===== src/rtl/snr_sweep_scheduler.sv =====
// Sequences the channel generator through a descending-sigma sweep and forwards
// each captured block to the decoder. Define SCHED_TIMEOUT_EN to enable the REQUEST watchdog.
module snr_sweep_scheduler #(
  parameter int N              = 204,
  parameter int QUAN_SIZE      = 4,
  parameter int FRAME_CNT_W    = 16,
  parameter int SNR_IDX_W      = 4,
  parameter int SETTLE_CYCLES  = 4,
  parameter int TIMEOUT_CYCLES = 4096
) (
  input  logic                      sys_clk,
  input  logic                      rstn,
  input  logic                      start,
  input  logic                      abort,
  input  logic [15:0]               sigma_init,
  input  logic [15:0]               sigma_step,
  input  logic [SNR_IDX_W-1:0]      num_points,
  input  logic [FRAME_CNT_W-1:0]    frames_per_point,
  output logic [15:0]               gen_sigma,
  output logic                      gen_ready,
  input  logic                      gen_tvalid,
  input  logic [N*QUAN_SIZE-1:0]    gen_block,
  output logic [N*QUAN_SIZE-1:0]    dec_block,
  output logic                      dec_valid,
  input  logic                      dec_ready,
  output logic [SNR_IDX_W-1:0]      dec_snr_idx,
  output logic [FRAME_CNT_W-1:0]    dec_frame_idx,
  output logic                      dec_last,
  output logic                      busy,
  output logic                      point_done,
  output logic                      done,
  output logic                      err_timeout,
  output logic [2:0]                dbg_state
);

  localparam int CNT_MAX = (TIMEOUT_CYCLES > SETTLE_CYCLES) ? TIMEOUT_CYCLES : SETTLE_CYCLES;
  localparam int CNT_W   = $clog2(CNT_MAX + 1);

  typedef enum logic [2:0] {
    S_IDLE, S_SETTLE, S_REQUEST, S_HOLD, S_ADVANCE, S_DONE
  } state_t;

  state_t                   state_q, state_d;
  logic [CNT_W-1:0]         cnt_q, cnt_d;
  logic [15:0]              sigma_q, sigma_d, step_q, step_d;
  logic [SNR_IDX_W-1:0]     npts_q, npts_d, snr_q, snr_d;
  logic [FRAME_CNT_W-1:0]   fpp_q, fpp_d, frame_q, frame_d;
  logic [N*QUAN_SIZE-1:0]   blk_q, blk_d;
  logic                     last_frame, last_point;
`ifdef SCHED_TIMEOUT_EN
  logic                     err_q, err_d;
`endif

  assign last_frame = (frame_q == fpp_q - FRAME_CNT_W'(1));
  assign last_point = (snr_q == npts_q - SNR_IDX_W'(1));

  always_comb begin
    state_d = state_q;
    cnt_d   = cnt_q;
    sigma_d = sigma_q;
    step_d  = step_q;
    npts_d  = npts_q;
    fpp_d   = fpp_q;
    snr_d   = snr_q;
    frame_d = frame_q;
    blk_d   = blk_q;
`ifdef SCHED_TIMEOUT_EN
    err_d   = err_q;
`endif
    case (state_q)
      S_IDLE: begin
        if (start) begin
`ifdef SCHED_TIMEOUT_EN
          err_d = 1'b0;
`endif
          if (num_points == '0 || frames_per_point == '0) begin
            state_d = S_DONE;
          end else begin
            sigma_d = sigma_init;
            step_d  = sigma_step;
            npts_d  = num_points;
            fpp_d   = frames_per_point;
            snr_d   = '0;
            frame_d = '0;
            cnt_d   = '0;
            state_d = S_SETTLE;
          end
        end
      end
      S_SETTLE: begin
        if (cnt_q == CNT_W'(SETTLE_CYCLES - 1)) begin
          cnt_d   = '0;
          state_d = S_REQUEST;
        end else begin
          cnt_d = cnt_q + CNT_W'(1);
        end
      end
      S_REQUEST: begin
        if (gen_tvalid) begin
          blk_d   = gen_block;
          state_d = S_HOLD;
        end
`ifdef SCHED_TIMEOUT_EN
        else if (cnt_q == CNT_W'(TIMEOUT_CYCLES - 1)) begin
          err_d   = 1'b1;
          state_d = S_IDLE;
        end else begin
          cnt_d = cnt_q + CNT_W'(1);
        end
`endif
      end
      // Decoder handshake: a block transfers in any cycle where dec_valid and
      // dec_ready are both high; dec_block and the indices hold until then.
      S_HOLD: begin
        if (dec_ready) begin
          if (!last_frame) begin
            frame_d = frame_q + FRAME_CNT_W'(1);
            cnt_d   = '0;
            state_d = S_REQUEST;
          end else if (!last_point) begin
            state_d = S_ADVANCE;
          end else begin
            state_d = S_DONE;
          end
        end
      end
      S_ADVANCE: begin
        sigma_d = (sigma_q < step_q) ? 16'd0 : sigma_q - step_q;
        snr_d   = snr_q + SNR_IDX_W'(1);
        frame_d = '0;
        cnt_d   = '0;
        state_d = S_SETTLE;
      end
      S_DONE:  state_d = S_IDLE;
      default: state_d = S_IDLE;
    endcase
    // A start arriving with abort in IDLE is still honoured.
    if (abort && state_q != S_IDLE) state_d = S_IDLE;
  end

  always_ff @(posedge sys_clk or negedge rstn) begin
    if (!rstn) begin
      state_q <= S_IDLE;
      cnt_q   <= '0;
      sigma_q <= '0;
      step_q  <= '0;
      npts_q  <= '0;
      fpp_q   <= '0;
      snr_q   <= '0;
      frame_q <= '0;
      blk_q   <= '0;
`ifdef SCHED_TIMEOUT_EN
      err_q   <= 1'b0;
`endif
    end else begin
      state_q <= state_d;
      cnt_q   <= cnt_d;
      sigma_q <= sigma_d;
      step_q  <= step_d;
      npts_q  <= npts_d;
      fpp_q   <= fpp_d;
      snr_q   <= snr_d;
      frame_q <= frame_d;
      blk_q   <= blk_d;
`ifdef SCHED_TIMEOUT_EN
      err_q   <= err_d;
`endif
    end
  end

  assign gen_sigma     = sigma_q;
  assign gen_ready     = (state_q == S_REQUEST);
  assign dec_valid     = (state_q == S_HOLD);
  assign dec_block     = blk_q;
  assign dec_snr_idx   = snr_q;
  assign dec_frame_idx = frame_q;
  assign dec_last      = (state_q == S_HOLD) && last_frame && last_point;
  assign busy          = (state_q != S_IDLE);
  assign point_done    = (state_q == S_ADVANCE);
  assign done          = (state_q == S_DONE) && !abort;
  assign dbg_state     = state_q;
`ifdef SCHED_TIMEOUT_EN
  assign err_timeout   = err_q;
`else
  assign err_timeout   = 1'b0;
`endif

endmodule


===== config.mk =====
export PLATFORM = sky130hd
export DESIGN_NAME = snr_sweep_scheduler
export DESIGN_NICKNAME = d
export VERILOG_FILES = /design/src/rtl/snr_sweep_scheduler.sv
export SDC_FILE = /design/constraint.sdc
export NUM_CORES = 2
export LEC_CHECK = 0
export ABC_AREA = 1
export BUFFER_PORTS_ARGS = -buffer_cell sky130_fd_sc_hd__buf_2
export CORE_AREA = 5 5 680 682
export CTS_CLUSTER_SIZE = 10
export DETAILED_ROUTE_END_ITERATION = 12
export DIE_AREA = 0 0 685 687
export SYNTH_ARGS = -nofsm -noshare
export SYNTH_HDL_FRONTEND = slang
export SYNTH_SLANG_ARGS = --single-unit

===== constraint.sdc =====
create_clock -name sys_clk -period 2 [get_ports sys_clk]
set_input_delay 0.1 -clock sys_clk [delete_from_list [all_inputs] [get_ports sys_clk]]
set_output_delay 0.1 -clock sys_clk [all_outputs]
set_load 0.1 [all_outputs]

# Word level (Yosys, flattened, before mapping)
# Index checks and enable logic that the tools add are counted.
[word_totals]
elab_cells = 79
ff_bits = 904
[classes]
bitwise = 1
n_mux = 27
reduce_logical = 19
magnitude_cmp = 1
eq_ne = 16
n_addsub = 6
[op_table]
columns = ["cell", "count"]
rows = [
  ["16-bit 2-to-1 mux", 7],
  ["13-bit 2-to-1 mux", 5],
  ["13-bit case mux with 4 select lines", 1],
  ["16-bit case mux with 3 select lines", 1],
  ["16-bit case mux with 2 select lines", 1],
  ["3-bit 2-to-1 mux", 7],
  ["16-bit by 1-bit adder with 16-bit output (second input constant)", 1],
  ["16-bit equality test", 1],
  ["16-bit logical NOT", 1],
  ["16-bit < comparator", 1],
  ["16-bit by 1-bit subtractor with 16-bit output (second input constant)", 1],
  ["16-bit subtractor", 1],
  ["3-bit case mux with 5 select lines", 1],
  ["13-bit by 1-bit adder with 13-bit output (second input constant)", 1],
  ["13-bit by 2-bit equality test with 1-bit output (second input constant)", 1],
  ["5-bit AND reduction", 2],
  ["4-bit 2-to-1 mux", 2],
  ["4-bit case mux with 2 select lines", 1],
  ["3-bit by 2-bit equality test with 1-bit output (second input constant)", 2],
  ["3-bit equality test (second input constant)", 2],
  ["2-bit != test (second input constant)", 3],
  ["3-bit by 1-bit != test with 1-bit output (second input constant)", 2],
  ["3-bit != test (second input constant)", 2],
  ["3-bit AND reduction", 2],
  ["17 further kinds", 21],
]

# Depth between registers and ports, before layout
[logic_depth]
word_depth = 7
ltp_mapped = 17

# Worst setup path after synthesis
# Ideal clock, no wire load.
[synth_timing]
path_kind = "reg-to-output"
start = "reg state_q[1], in the netlist dbg_state[1]"
end = "out done"
path_stages_with_launch = 3
required_ps = 1900
arrival_time_ps = 4047
path_buffers = 0
setup_slack_ps = -2147
cell_sequence = "dfrtp_1 nor2_2 nor4_1"
[synth_via]
elab_chain_cells = 2
[synth_rtl]
columns = ["element", "line_no", "source"]
rows = [
  ["from (decl)", "43", "state_t state_q, state_d;"],
  ["from (signal assigned)", "156", "state_q <= state_d;"],
  ["3-bit equality test", "180", "assign done = (state_q == S_DONE) && !abort;"],
  ["1-bit logical AND", "180", ""],
  ["to (decl)", "31", "output logic done,"],
]
# No other way between the ends.

# Worst setup path in the final report
[layout_timing]
start = "reg fpp_q[1]"
end = "out dec_last"
[layout_via]
elab_chain_cells = 4
[layout_rtl]
columns = ["element", "line_no", "source"]
rows = [
  ["from (decl)", "47", "logic [FRAME_CNT_W-1:0] fpp_q, fpp_d, frame_q, frame_d;"],
  ["from (signal assigned)", "161", "fpp_q <= fpp_d;"],
  ["16-bit by 1-bit subtractor with 16-bit output", "54", "assign last_frame = (frame_q == fpp_q - FRAME_CNT_W'(1));"],
  ["16-bit equality test", "54", ""],
  ["1-bit logical AND (2 in a row)", "177", "assign dec_last = (state_q == S_HOLD) && last_frame && last_point;"],
  ["to (decl)", "28", "output logic dec_last,"],
]
# No other way between the ends.

==> results.py <==
metrics = {
    "run_status": {
        "status": "finished with violations",
        "failed_checks": "setup timing",
    },
    "route": {
        "via_count": 38000,
        "drt_iter0_markers": 2577,
        "postRouteAntennaNets": 0,
        "drt-wirelength-per-cell_um": 36.1,
        "wirelength_mm": 436,
        "drc": 0,
        "firstDrtPassIters": 5,
        "via_per_inst": 3.15,
    },
    "finish": {
        "drive_gt1_frac": 0.566,
        "nFillCells": 50400,
        "final_cell_mix": "buf_2, dlygate4sd3_1, dfrtp_1",
        "seqCellArea_um2": 22700,
        "multi_input_area_um2": 15700,
        "nNetsFinal": 6646,
        "final_cell_area_um2": 76600,
        "mostFrequentLayoutCell": "buf_2",
        "synthToLayoutAreaGrowth_pct": 112,
    },
    "clock_tree": {
        "clkLatencyLatePin_ns": 0.84,
        "cts_buffer_depth": 4,
        "cts_buffers": 134,
        "cts.htree.levels": 4,
        "cts.sinks": 904,
        "cts_tree": "done",
        "root_buffer": "clkbuf_16",
        "clk_pin_slew_worst_paths_ns": 0.05,
    },
    "die": {
        "core_area_um2": 455000,
        "placementRows": 248,
        "die_h_um": 687,
        "start_util": 0.0795,
        "io_pins": 1736,
        "dieArea_um2": 471000,
        "die_w_um": 685,
    },
    "worst_setup_path": {
        "path_depth": 16,
        "crit_required_ns": 1.90,
        "crit_path_start_kind": "register",
        "cp_num_buf_inv": 5,
        "crit_family": "simple AND/OR/NAND/NOR gates",
        "critical_path_class": "reg -> out",
        "endpoint": "dec_last",
        "r2r-start": "dbg_state[2]$_DFFE_PN0P_",
        "cp.arrival_ns": 2.88,
        "cp_slowest_stage_delay_ns": 0.39,
        "r2r_end": "dec_block[754]$_DFFE_PN0P_",
        "crit_path_cell_trace": "inv_2 -> ha_4 -> inv_2 -> nand2_1 -> nand2_1 -> nor2_2 -> nand2_1 -> nor2_1 -> nand2_1 -> nor2_1 -> nand3_1 -> nor2_1 -> nand4_1 -> buf_6 -> clkinvlp_4 -> buf_12",
        "cp_common_cell": "nand2_1",
        "crit_path_top_delay_cell": "dfrtp_1",
        "cp_max_fo": 2,
        "cp-end-kind": "primary output",
        "r2r_slack_ns": -0.36,
        "rr_worst_depth": 12,
        "cp-startpoint": "fpp_q[1]$_DFFE_PN0P_",
    },
    "yosys": {
        "ys_seq_area_frac": 0.625,
        "synth_ff_type": "dfrtp_1",
        "synth_edf_count": 0,
        "yosys_warnings": 0,
        "avgSynthCellArea_um2": 14.0,
        "synth_cells": 2587,
        "async_flop_share": 1.00,
        "yosysUniqueCellTypes": 43,
        "synth_area_um2": 36200,
        "ys_ff_latch": 904,
        "syn_nets": 3483,
    },
    "global_routing": {
        "grtUsageTotal": 0.175,
        "antenna_found_initial": 642,
        "grt_max_degree": 72,
        "grt_first_pass_wirelength_mm": 511,
        "grt_overflow": 0,
        "grt_pass1_vias": 37700,
    },
    "sta": {
        "finalSetupTns_ns": -149.26,
        "clock_skew_ns": 0.0703,
        "min_period_ns": 2.98,
        "drv_slew": 0,
        "rsz0062_at_grt": "true",
        "worst_pin_slew_ns": 0.801,
        "layout_setup_ws_ns": -0.984,
        "slew-limit-headroom": 0.464,
        "whs_ns": 0.0901,
        "finalSetupViolations": 798,
        "final.period_utilization": 1.49,
        "finalHoldViolCount": 0,
        "fmax_ghz": 0.335,
    },
    "placement": {
        "gp_congestion": 0.923,
        "hpwl_mm": 380,
        "place_area_um2": 54000,
        "port_buffers": 1734,
    },
    "run": {
        "drv_cap": 0,
    },
    "hold_path": {
        "hp-class": "in -> async",
    },
}
## cell usage after synthesis, types with 2 or more instances
library cell / instances / area (um2)
a21o_1: 3 / 22.5
a21oi_1: 18 / 90.1
a22oi_1: 8 / 60.1
buf_2: 71 / 355
buf_4: 26 / 195
buf_6: 2 / 22.5
clkbuf_1: 21 / 78.8
dfrtp_1: 904 / 22600
ha_1: 21 / 263
inv_1: 100 / 375
inv_2: 9 / 33.8
mux2_2: 816 / 9190
nand2_1: 260 / 976
nand3_1: 50 / 250
nand3_2: 3 / 30.0
nand3_4: 2 / 35.0
nand3b_1: 2 / 15.0
nand4_1: 35 / 219
nor2_1: 78 / 293
nor2_2: 3 / 18.8
nor2_4: 3 / 33.8
nor3_1: 17 / 85.1
nor4_1: 10 / 62.6
o211ai_1: 7 / 52.6
o21ai_0: 35 / 175
o21ai_1: 20 / 100
o311ai_0: 2 / 17.5
or2_2: 4 / 25.0
xnor2_1: 15 / 131
xor2_1: 29 / 254
## how the worst min path moves through the flow
stage / startpoint / end / slack [ns]
after global placement: rstn / dec_block[793]$_DFFE_PN0P_ / 0.05
after CTS: frames_per_point[6] / fpp_q[6]$_DFFE_PN0P_ / 0.0006
after detailed placement: rstn / dec_block[793]$_DFFE_PN0P_ / 0.05
after floorplan: rstn / cnt_q[0]$_DFFE_PN0P_ / -0.20
after global routing: gen_block[681] / dec_block[681]$_DFFE_PN0P_ / 0.03
final: rstn / dec_block[792]$_DFFE_PN0P_ / 0.09
## per-layer routing
layer / up-vias / share of wire / track usage / routed length (um)
met4: 220 / 0.048 / 0.0625 / 20700
li1: 15600 / - / - / -
met3: 1211 / 0.16 / 0.132 / 68000
met1: 18500 / 0.33 / 0.165 / 144000
met5: - / 0.0034 / 0.00242 / 1490
met2: 2479 / 0.46 / 0.289 / 201000
## final cells by class
type / count / area share
Clock buffer: 185 / 0.0496
Timing Repair Buffer: 3146 / 0.333
Multi-Input combinational cell: 1455 / 0.205
Tap cell: 6000 / 0.0981
Sequential cell: 904 / 0.296
Antenna cell: 218 / 0.00713
Inverter: 109 / 0.00564
Clock inverter: 39 / 0.00600
## per-stage QoR
stage,utilization,setup WS [ns],instances
2_1_floorplan,-,-0.591,2587
3_3_place_gp,0.119,-0.232,10400
3_5_place_dp,0.119,-0.229,10400
4_1_cts,0.158,-1.07,11800
5_1_grt,0.168,-1.23,12000
6_report,0.168,-0.984,12100
## registers in the layout, indices dropped and copies added, names as in the netlist
name and flops:
cnt_q 13, dec_block 816, fpp_q 16, step_q 16
gen_sigma 16, dbg_state 3, npts_q 4, dec_snr_idx 4
dec_frame_idx 16
## cell families after synthesis
logic type,after synthesis,share of synthesized area
mux,816,0.254
other cells,1,0.000104
compound gates,100,0.0158
simple gates,471,0.0573
buf+inv,229,0.0293
xor+xnor,44,0.0106
flops,904,0.625
fa+ha+maj,22,0.00781
## tightest hold or removal path: cells and delay by family
family / cells / cell delay, ns
buffers and inverters: 3 / 1.06
## repair_timing
item,4_1_cts,5_1_grt
hold buffers,1010,0
pin swaps,15,49
gates resized for setup,455,858
cloned,39,47
buffers inserted,70,81
endpoints found under the setup margin,990,1017
endpoints found under the hold margin,1748,0
Power is not shown: default switching activity piles up to over one toggle a cycle in this logic, so the estimate is an artifact.
